`config.mk`:
```
export PLATFORM = sky130hd
export DESIGN_NAME = result_packer_bram
export DESIGN_NICKNAME = d
export VERILOG_FILES = /design/src/rtl/gemm_result_pkg.sv /design/src/rtl/result_line_assembler.sv /design/src/rtl/result_packer_bram.sv
export SDC_FILE = /design/constraint.sdc
export NUM_CORES = 1
export LEC_CHECK = 0
export BUFFER_PORTS_ARGS = -buffer_cell sky130_fd_sc_hd__buf_4
export CAP_MARGIN = 10
export CELL_PAD_IN_SITES_DETAIL_PLACEMENT = 0
export CELL_PAD_IN_SITES_GLOBAL_PLACEMENT = 1
export CORE_MARGIN = 2
export CORE_UTILIZATION = 40
export CTS_BUF_LIST = sky130_fd_sc_hd__clkbuf_8
export CTS_CLUSTER_SIZE = 8
export DETAILED_ROUTE_END_ITERATION = 12
export GPL_TIMING_DRIVEN = 0
export PLACE_DENSITY_LB_ADDON = 0.1
export SLEW_MARGIN = 40
export SYNTH_ARGS = -nofsm -noshare
export SYNTH_HDL_FRONTEND = slang
export SYNTH_SLANG_ARGS = --single-unit
```
`constraint.sdc`:
```
create_clock -name i_clk -period 6.61 [get_ports i_clk]
set_input_delay 0.661 -clock i_clk [delete_from_list [all_inputs] [get_ports i_clk]]
set_output_delay 0.661 -clock i_clk [all_outputs]
set_load 0.03 [all_outputs]
```
`src/rtl/gemm_result_pkg.sv`:
```
// Shared types, default widths and the zero-pad mask helper for the result packer.
package gemm_result_pkg;

  localparam int unsigned ELEM_W_DEF  = 16;
  localparam int unsigned LINE_W_DEF  = 256;
  localparam int unsigned ADDR_W_DEF  = 9;
  localparam int unsigned CNT_W_DEF   = 16;
  localparam int unsigned NUM_CAP_DEF = 4;
  // Widest line the mask helper can describe; callers truncate to their LINE_W.
  localparam int unsigned MASK_W      = 1024;

  typedef enum logic [1:0] {
    ST_IDLE = 2'd0,
    ST_RUN  = 2'd1,
    ST_DONE = 2'd2
  } state_e;

  // Ones over lanes 0..lane, zeros above: keeps a partial line zero-padded.
  function automatic logic [MASK_W-1:0] lane_mask(input int unsigned lane,
                                                  input int unsigned elem_w);
    int unsigned n;
    n = (lane + 1) * elem_w;
    if (n >= MASK_W) lane_mask = {MASK_W{1'b1}};
    else             lane_mask = {MASK_W{1'b1}} >> (MASK_W - n);
  endfunction

endpackage

```
`src/rtl/result_line_assembler.sv`:
```
// Packs one element per valid cycle into a line and emits the line when full or last.
module result_line_assembler
  import gemm_result_pkg::*;
#(
  parameter int unsigned ELEM_W = ELEM_W_DEF,
  parameter int unsigned LINE_W = LINE_W_DEF
) (
  input  logic              i_clk,
  input  logic              i_reset_n,
  input  logic              i_clear,
  input  logic              i_vld,
  input  logic [ELEM_W-1:0] i_data,
  input  logic              i_last,
  output logic              o_line_wr_c,
  output logic              o_line_vld,
  output logic [LINE_W-1:0] o_line_data
);

  localparam int unsigned EPL    = LINE_W / ELEM_W;
  localparam int unsigned LANE_W = (EPL > 1) ? $clog2(EPL) : 1;

  logic [LANE_W-1:0] r_lane;
  logic [LINE_W-1:0] r_buf;
  logic [LINE_W-1:0] w_mask;
  logic [LINE_W-1:0] w_merged;

  // Insert the incoming element at the current lane and force lanes above it to zero.
  always_comb begin
    w_mask   = LINE_W'(lane_mask(32'(r_lane), ELEM_W));
    w_merged = r_buf;
    for (int unsigned k = 0; k < EPL; k++) begin
      if (r_lane == LANE_W'(k)) w_merged[k*ELEM_W +: ELEM_W] = i_data;
    end
    w_merged = w_merged & w_mask;
  end

  assign o_line_wr_c = i_vld && ((r_lane == LANE_W'(EPL - 1)) || i_last);

  // Lane/buffer state and the registered line write.
  always_ff @(posedge i_clk or negedge i_reset_n) begin
    if (!i_reset_n) begin
      r_lane      <= '0;
      r_buf       <= '0;
      o_line_vld  <= 1'b0;
      o_line_data <= '0;
    end else begin
      o_line_vld <= 1'b0;
      if (i_clear) begin
        r_lane <= '0;
        r_buf  <= '0;
      end else if (i_vld) begin
        if (o_line_wr_c) begin
          o_line_vld  <= 1'b1;
          o_line_data <= w_merged;
          r_lane      <= '0;
          r_buf       <= '0;
        end else begin
          r_buf  <= w_merged;
          r_lane <= r_lane + LANE_W'(1);
        end
      end
    end
  end

endmodule

```
`src/rtl/result_packer_bram.sv`:
```
// Streams a job's results from the engine FIFO into BRAM lines, with bring-up capture.
module result_packer_bram
  import gemm_result_pkg::*;
#(
  parameter int unsigned ELEM_W  = ELEM_W_DEF,
  parameter int unsigned LINE_W  = LINE_W_DEF,
  parameter int unsigned ADDR_W  = ADDR_W_DEF,
  parameter int unsigned CNT_W   = CNT_W_DEF,
  parameter int unsigned NUM_CAP = NUM_CAP_DEF
) (
  input  logic                      i_clk,
  input  logic                      i_reset_n,
  input  logic                      i_start,
  input  logic [ADDR_W-1:0]         i_base_addr,
  input  logic [CNT_W-1:0]          i_elem_count,
  output logic                      o_busy,
  output logic                      o_done,
  input  logic [ELEM_W-1:0]         i_fifo_rdata,
  output logic                      o_fifo_ren,
  input  logic                      i_fifo_empty,
  output logic [ADDR_W-1:0]         o_bram_wr_addr,
  output logic [LINE_W-1:0]         o_bram_wr_data,
  output logic                      o_bram_wr_en,
  output logic [NUM_CAP*ELEM_W-1:0] o_capture,
  output logic [ADDR_W:0]           o_line_count,
  output logic                      o_wrap
);

  localparam int unsigned LC_W = ADDR_W + 1;

  state_e             r_state;
  state_e             w_state_nx;
  logic               w_start_acc;
  logic               w_ren;
  logic               w_last;
  logic               w_line_wr;
  logic               r_rd_vld;
  logic [ADDR_W-1:0]  r_cur_addr;
  logic [CNT_W-1:0]   r_count;
  logic [CNT_W-1:0]   r_issued;
  logic [CNT_W-1:0]   r_recv;

  // Next state and FIFO pop; the job ends once every issued element has landed.
  always_comb begin
    w_state_nx  = r_state;
    w_ren       = 1'b0;
    w_start_acc = 1'b0;
    case (r_state)
      ST_IDLE: begin
        if (i_start) begin
          w_start_acc = 1'b1;
          w_state_nx  = (i_elem_count == '0) ? ST_DONE : ST_RUN;
        end
      end
      ST_RUN: begin
        w_ren = !i_fifo_empty && (r_issued != r_count);
        if (r_recv == r_count) w_state_nx = ST_DONE;
      end
      ST_DONE: w_state_nx = ST_IDLE;
      default: w_state_nx = ST_IDLE;
    endcase
  end

  assign o_fifo_ren = w_ren;
  assign w_last     = (r_recv == r_count - CNT_W'(1));

  // State register with registered status flags.
  always_ff @(posedge i_clk or negedge i_reset_n) begin
    if (!i_reset_n) begin
      r_state <= ST_IDLE;
      o_busy  <= 1'b0;
      o_done  <= 1'b0;
    end else begin
      r_state <= w_state_nx;
      o_busy  <= (w_state_nx == ST_RUN);
      o_done  <= (w_state_nx == ST_DONE);
    end
  end

  // Job counters, capture registers and line addressing.
  always_ff @(posedge i_clk or negedge i_reset_n) begin
    if (!i_reset_n) begin
      r_rd_vld       <= 1'b0;
      r_cur_addr     <= '0;
      r_count        <= '0;
      r_issued       <= '0;
      r_recv         <= '0;
      o_capture      <= '0;
      o_line_count   <= '0;
      o_wrap         <= 1'b0;
      o_bram_wr_addr <= '0;
    end else begin
      r_rd_vld <= w_ren;
      if (w_start_acc) begin
        r_cur_addr   <= i_base_addr;
        r_count      <= i_elem_count;
        r_issued     <= '0;
        r_recv       <= '0;
        o_capture    <= '0;
        o_line_count <= '0;
        o_wrap       <= 1'b0;
      end else begin
        if (w_ren) r_issued <= r_issued + CNT_W'(1);
        if (r_rd_vld) begin
          r_recv <= r_recv + CNT_W'(1);
          for (int unsigned k = 0; k < NUM_CAP; k++) begin
            if (r_recv == CNT_W'(k)) o_capture[k*ELEM_W +: ELEM_W] <= i_fifo_rdata;
          end
        end
        if (w_line_wr) begin
          o_bram_wr_addr <= r_cur_addr;
          r_cur_addr     <= r_cur_addr + ADDR_W'(1);
          o_line_count   <= o_line_count + LC_W'(1);
          if (&r_cur_addr) o_wrap <= 1'b1;
        end
      end
    end
  end

  result_line_assembler #(
    .ELEM_W (ELEM_W),
    .LINE_W (LINE_W)
  ) u_asm (
    .i_clk       (i_clk),
    .i_reset_n   (i_reset_n),
    .i_clear     (w_start_acc),
    .i_vld       (r_rd_vld),
    .i_data      (i_fifo_rdata),
    .i_last      (w_last),
    .o_line_wr_c (w_line_wr),
    .o_line_vld  (o_bram_wr_en),
    .o_line_data (o_bram_wr_data)
  );

endmodule

```
* Word-level counts from Yosys, hierarchy flattened *
Index checks and enable logic that the tools add are counted.

word-level totals
  register bits = 663
  latch bits = 0
  memory bits (writable) = 0
  bits in read-only memories = 0
  bits of input ports = 45
  output and inout port bits = 344
  memories kept = 0

cells by class
  $add $sub $neg = 8
  $mul = 0
  div/mod/pow operators = 0
  $lt $le $gt $ge = 1
  equal/unequal tests = 24
  shift operators = 1
  mux-type cells = 50
  bitwise gates (word level) = 2
  reduce and logical (&&, ||, !) cells = 24

operators by type and width
  operator                                                                                count
  256-bit two-way mux                                                                     4
  1024-bit by 32-bit right shift with 256-bit output (first input constant)               1
  16-bit two-way mux                                                                      24
  256-bit AND                                                                             1
  64-bit two-way mux                                                                      2
  16-bit by 1-bit adder with 16-bit output (second input constant)                        2
  16-bit == test                                                                          2
  16-bit by 2-bit == test with 1-bit output (second input constant)                       2
  4-bit == test (second input constant)                                                   8
  32-bit by 11-bit greater-or-equal comparator with 1-bit output (second input constant)  1
  16-bit logical NOT                                                                      2
  11-bit by 32-bit subtractor with 32-bit output (first input constant)                   1
  10-bit two-way mux                                                                      2
  9-bit two-way mux                                                                       2
  16-bit by 1-bit == test with 1-bit output (second input constant)                       1
  4-bit by 3-bit == test with 1-bit output (second input constant)                        4
  16-bit != test                                                                          1
  2-bit nonzero test                                                                      8
  16-bit by 1-bit subtractor with 16-bit output (second input constant)                   1
  4-bit two-way mux                                                                       3
  2-bit AND reduction                                                                     6
  10-bit by 1-bit adder with 10-bit output (second input constant)                        1
  9-bit by 1-bit adder with 9-bit output (second input constant)                          1
  1-bit two-way mux                                                                       9
  16 further kinds                                                                        21

* Longest topological paths before layout *
  depth after elaboration = 8
  depth in mapped cells = 16
  gate-level depth less buffers = 11

* By module *
A second synthesis with hierarchy kept.

second synthesis, totals
  cells, all modules = 2979
  area, all modules = 30641.9 µm²

by module, submodules not included
  module                 instances  cells an instance  area each (µm²)
  result_line_assembler  1          2274               23421.2
  result_packer_bram     1          705                7220.7

* Worst setup path after synthesis *
No wires, ideal clock.

  path kind = register to register
  start = register u_asm.r_lane[0]
  end = register u_asm.r_buf[22]
  setup time = 121 ps
  data arrival time = 3583 ps
  path slack = 2906 ps
  cell stages (with the launch flop) = 17
  cell sequence = dfrtp_1 -> ha_1 -> clkbuf_1 -> inv_1 -> ha_1 -> clkbuf_1 -> o211a_1 -> o21ai_0 -> nor2_1 -> a211o_1 -> clkbuf_1 -> or2_2 -> clkbuf_1 -> o21ai_1 -> nor3_1 -> buf_2 -> a22o_1

between the ends
  longest elaborated chain between the ends = 8

ends and longest elaborated chain
  what                                                RTL line                     source
  start: declaration                                  result_line_assembler.sv:22  logic [LANE_W-1:0] r_lane;
  start signal: assignment                            result_line_assembler.sv:59  r_lane <= r_lane + LANE_W'(1);
  4-bit by 1-bit adder with 5-bit output              gemm_result_pkg.sv:22        n = (lane + 1) * elem_w;
  11-bit by 32-bit subtractor with 32-bit output      gemm_result_pkg.sv:24        else lane_mask = {MASK_W{1'b1}} >> (MASK_W - n);
  1024-bit by 32-bit right shift with 256-bit output  gemm_result_pkg.sv:24
  256-bit two-way mux                                 gemm_result_pkg.sv:23        if (n >= MASK_W) lane_mask = {MASK_W{1'b1}};
  256-bit AND                                         result_line_assembler.sv:34  w_merged = w_merged & w_mask;
  256-bit two-way mux (*)                             result_line_assembler.sv:52  if (o_line_wr_c) begin
  256-bit two-way mux (*)                             result_line_assembler.sv:51  end else if (i_vld) begin
  256-bit two-way mux (*)                             result_line_assembler.sv:48  if (i_clear) begin
  end signal: assignment                              result_line_assembler.sv:58  r_buf <= w_merged;
  end: declaration                                    result_line_assembler.sv:23  logic [LINE_W-1:0] r_buf;

Every way passes the cells marked *; elsewhere a longest branch is shown, timed or not. The select of a mux whose other input is x is not followed.
A chain may end at the register's enable or synchronous reset.

* Final worst setup path *
  start = register u_asm.r_lane[0]
  end = register u_asm.r_buf[31]

Same word-level chain as after synthesis.

==> summary.md <==
| Metric | Value |
|---|---|
| Status | `complete, no violations` |
| Initial Utilization | `40.24%` |
| Cell family with most CP delay | `compound AO/OA/AOI/OAI gates` |
| Worst Hold Class | `input port to register` |
| Setup bufs post-CTS | `0` |
| Post-route ant nets | `0` |
| Slew Viols, Final | `0` |
| Synth Area in XOR/XNOR | `2.116%` |
| I/O Pins | `389` |
| Sum of negative setup slack | `0 ns` |
| Setup Viol. Count Final | `0` |
| Hold buffers post-CTS | `1` |
| Vias in the first global route | `24100` |
| CP required | `7.22 ns` |
| Worst Path Buf+Inv | `6` |
| Crit end category | `register` |
| Wire length per cell | `25.82 um` |
| Layout area overhead | `22.42%` |
| Global-route wire length before repair | `158.8 mm` |
| CTS Buffer Depth | `3` |
| Adder-Cell Fraction of Synth Area | `0.6717%` |
| Register area share after synthesis | `55.67%` |
| Average cell area after synthesis | `11.42 um2` |
| Hold Slack | `0.1348 ns` |
| Core Box Area | `0.07407 mm2` |
| Slew @ Worst Pin | `0.9104 ns` |
| Placed wire-length estimate | `75.76 mm` |
| RSZ-0062 raised after global routing | `false` |
| Fillcell total | `6881` |
| Commonest non-fill, non-tap cell in the layout | `dfrtp_1` |
| Drt pass-1 iters | `6` |
| Ys Warns | `0` |
| Clock Skew | `0.03287 ns` |
| CP cell instances | `ha_1 -> clkbuf_1 -> inv_1 -> ha_1 -> clkbuf_1 -> o211a_1 -> o21ai_0 -> nor2_1 -> a211o_1 -> clkbuf_1 -> or2_2 -> clkbuf_1 -> o21ai_1 -> nor3_1 -> buf_2 -> a22o_1` |
| Leakage | `0.01762 uW` |
| Final Cycle Share | `74.64%` |
| Tmin final | `4.934 ns` |
| Cell Rows | `100` |
| Post-Synth Simple-Gate Area | `9.441%` |
| Number of synthesized register bits | `663` |
| Number of enable flip-flop cells after synthesis | `0` |
| Worst vdd ir | `0.2225 mV` |
| CP Max Fanout | `10` |
| Synth unique cells | `70` |
| Largest net degree at the start of global routing | `115` |
| Async S/R FF share, synth | `100.0%` |
| H-tree depth | `3` |
| Storage element area | `0.01659 mm2` |
| Primary FF master, synth | `dfrtp_1` |
| Relative slew slack | `39.31%` |
| Worst path max stage delay | `0.66 ns` |
| Post-synth net total | `2671` |
| Initial antenna violation count | `4` |
| Port Buffer Count | `372` |
| Die height | `277.0 um` |
| PD cells | `375.5 mW/mm2` |
| Post-synthesis mux area share | `11.49%` |
| Placed inst area | `0.03413 mm2` |
| CTS Buf Count | `115` |
| Mapped Cells | `2610` |
| DRC errors left | `0` |
| Max Fclk | `202.7 MHz` |
| Area occupied by multi-input gates | `0.01213 mm2` |
| Post_cts resized | `0` |
| Clock latency at the later pin of the worst-skew pair | `0.73 ns` |
| Synth Area in Compound Gates | `16.61%` |
| DRT Wirelength | `107.4 mm` |
| Final Hold Fails | `0` |
| Commonest cells after routing, fill and taps aside | `dfrtp_1 (663), buf_4 (372), nand2_1 (339), mux2i_1 (332), o31ai_1 (257)` |
| Chip width | `277.0 um` |
| CTS root buf | `clkbuf_8` |
| Fin util | `49.26%` |
| Gr ovfl total | `0` |
| Gpl congestion | `0.8903` |
| Post-Syn Area | `0.02980 mm2` |
| Final nets | `3171` |
| Clk sink count | `663` |
| Largest family of logic cells by synthesized area | `compound AO/OA/AOI/OAI gates` |
| Slowest CP cell | `o21ai_1` |
| All-Layer GR Usage | `27.67%` |
| Critical Path AT | `5.55 ns` |
| Die ar. | `0.07671 mm2` |
| Max cap viols | `0` |
| Via Count | `23650` |
| Worst setup SP type | `register` |
| Fin area | `0.03649 mm2` |
| CTS tree | `yes` |
| Starting DRT DRC Count | `1916` |
| Critical path class | `register to register` |
| Layout cells sized above 1 | `21.97%` |
| Clock-pin slew on the worst setup and hold paths | `0.06 ns` |
| CP dominant cell by count | `clkbuf_1` |
| Vias/cell | `5.683` |
-- tightest hold or removal path: stages --
cell	delay (ns)
buf_4	0.08
nand2_1	0.04
o21ai_0	0.06
-- registers in the layout, summed over array words and instances (netlist names) --
signal             count
u_asm.o_line_data    256
u_asm.r_buf          256
o_capture             64
r_count               16
r_issued              16
r_recv                16
o_line_count          10
o_bram_wr_addr         9
r_cur_addr             9
u_asm.r_lane           4
r_state                2
o_busy                 1
o_done                 1
o_wrap                 1
r_rd_vld               1
u_asm.o_line_vld       1
-- final timing paths --
path	start	endpoint	slack, ns	depth (start not counted)
worst max-delay path	u_asm.r_lane[0]	u_asm.r_buf[31]	1.68	16
worst min-delay path	i_base_addr[2]	r_cur_addr[2]	0.13	3
worst max register to register	u_asm.r_lane[0]	u_asm.r_buf[31]	1.68	16
worst min register to register	u_asm.o_line_data[89]	u_asm.o_line_data[89]	0.47	2
max in group asynchronous	i_reset_n	o_capture[23]	3.90	6
min in group asynchronous	i_reset_n	u_asm.o_line_data[152]	0.50	2
-- cells by family (layout without fill, tap and decap cells) --
kind of cell | after synthesis | count (layout)
buffers and inverters | 289 | 869
DFF | 663 | 663
and+or+nand+nor | 630 | 630
xor gates and xnor gates | 72 | 72
other | 0 | 2
adders and majority gates | 16 | 16
AOI/OAI and AO/OA | 599 | 599
muxes | 341 | 341
-- layer usage --
metal / GRT usage (%) / routed length [um] / part of all wire, % / up-vias
met5: 0 / 19 / 0.018 / -
met1: 36.41 / 45520 / 42 / 12140
li1: - / - / - / 10530
met2: 44.93 / 50860 / 47 / 807
met4: 10.41 / 3631 / 3.4 / 2
met3: 5.956 / 7385 / 6.9 / 170
-- power breakdown --
group / internal [uW] / switching [uW]
Sequential: 4620 / 459
Clock: 2030 / 1710
Combinational: 1530 / 3350
-- layout make-up --
type | count | share of cell area [%]
Buffer | 265 | 3.193
Inverter | 24 | 0.2469
Clock inverter | 49 | 0.6756
Clock buffer | 148 | 5.583
Multi-Input combinational cell | 1658 | 33.23
Tap cell | 969 | 3.323
Timing Repair Buffer | 383 | 8.261
Sequential cell | 663 | 45.47
Antenna cell | 2 | 0.01372
-- cells in the mapped netlist (14+ instances only) --
library cell	count	area, um2
nand2_1	339	1272
nor3_1	16	80.08
nor2_1	129	484.2
nor4_1	14	87.58
dfrtp_1	663	16590
a32o_1	112	1121
o31ai_1	262	1967
clkbuf_1	198	743.2
o21ai_1	14	70.07
nand4_1	20	125.1
a22o_1	128	1121
ha_1	16	200.2
nand3_1	19	95.09
and3_1	15	93.84
xor2_1	28	245.2
and2_1	24	150.1
buf_2	36	180.2
xnor2_1	44	385.4
inv_1	23	86.33
a21oi_1	15	75.07
buf_1	23	86.33
mux2i_1	332	3323
o21ai_0	21	105.1
-- through the flow --
stage | total power (uW) | std cells | worst slack (ns)
after floorplan | 8185 | 2610 | 2.906
after global placement | 9762 | 3951 | -2.520
after detailed placement | 9917 | 3960 | 1.842
after CTS | 13680 | 4158 | 1.852
after global routing | 14370 | 4160 | 1.326
final | 13700 | 4161 | 1.676
(Power assumes the default switching activity.)
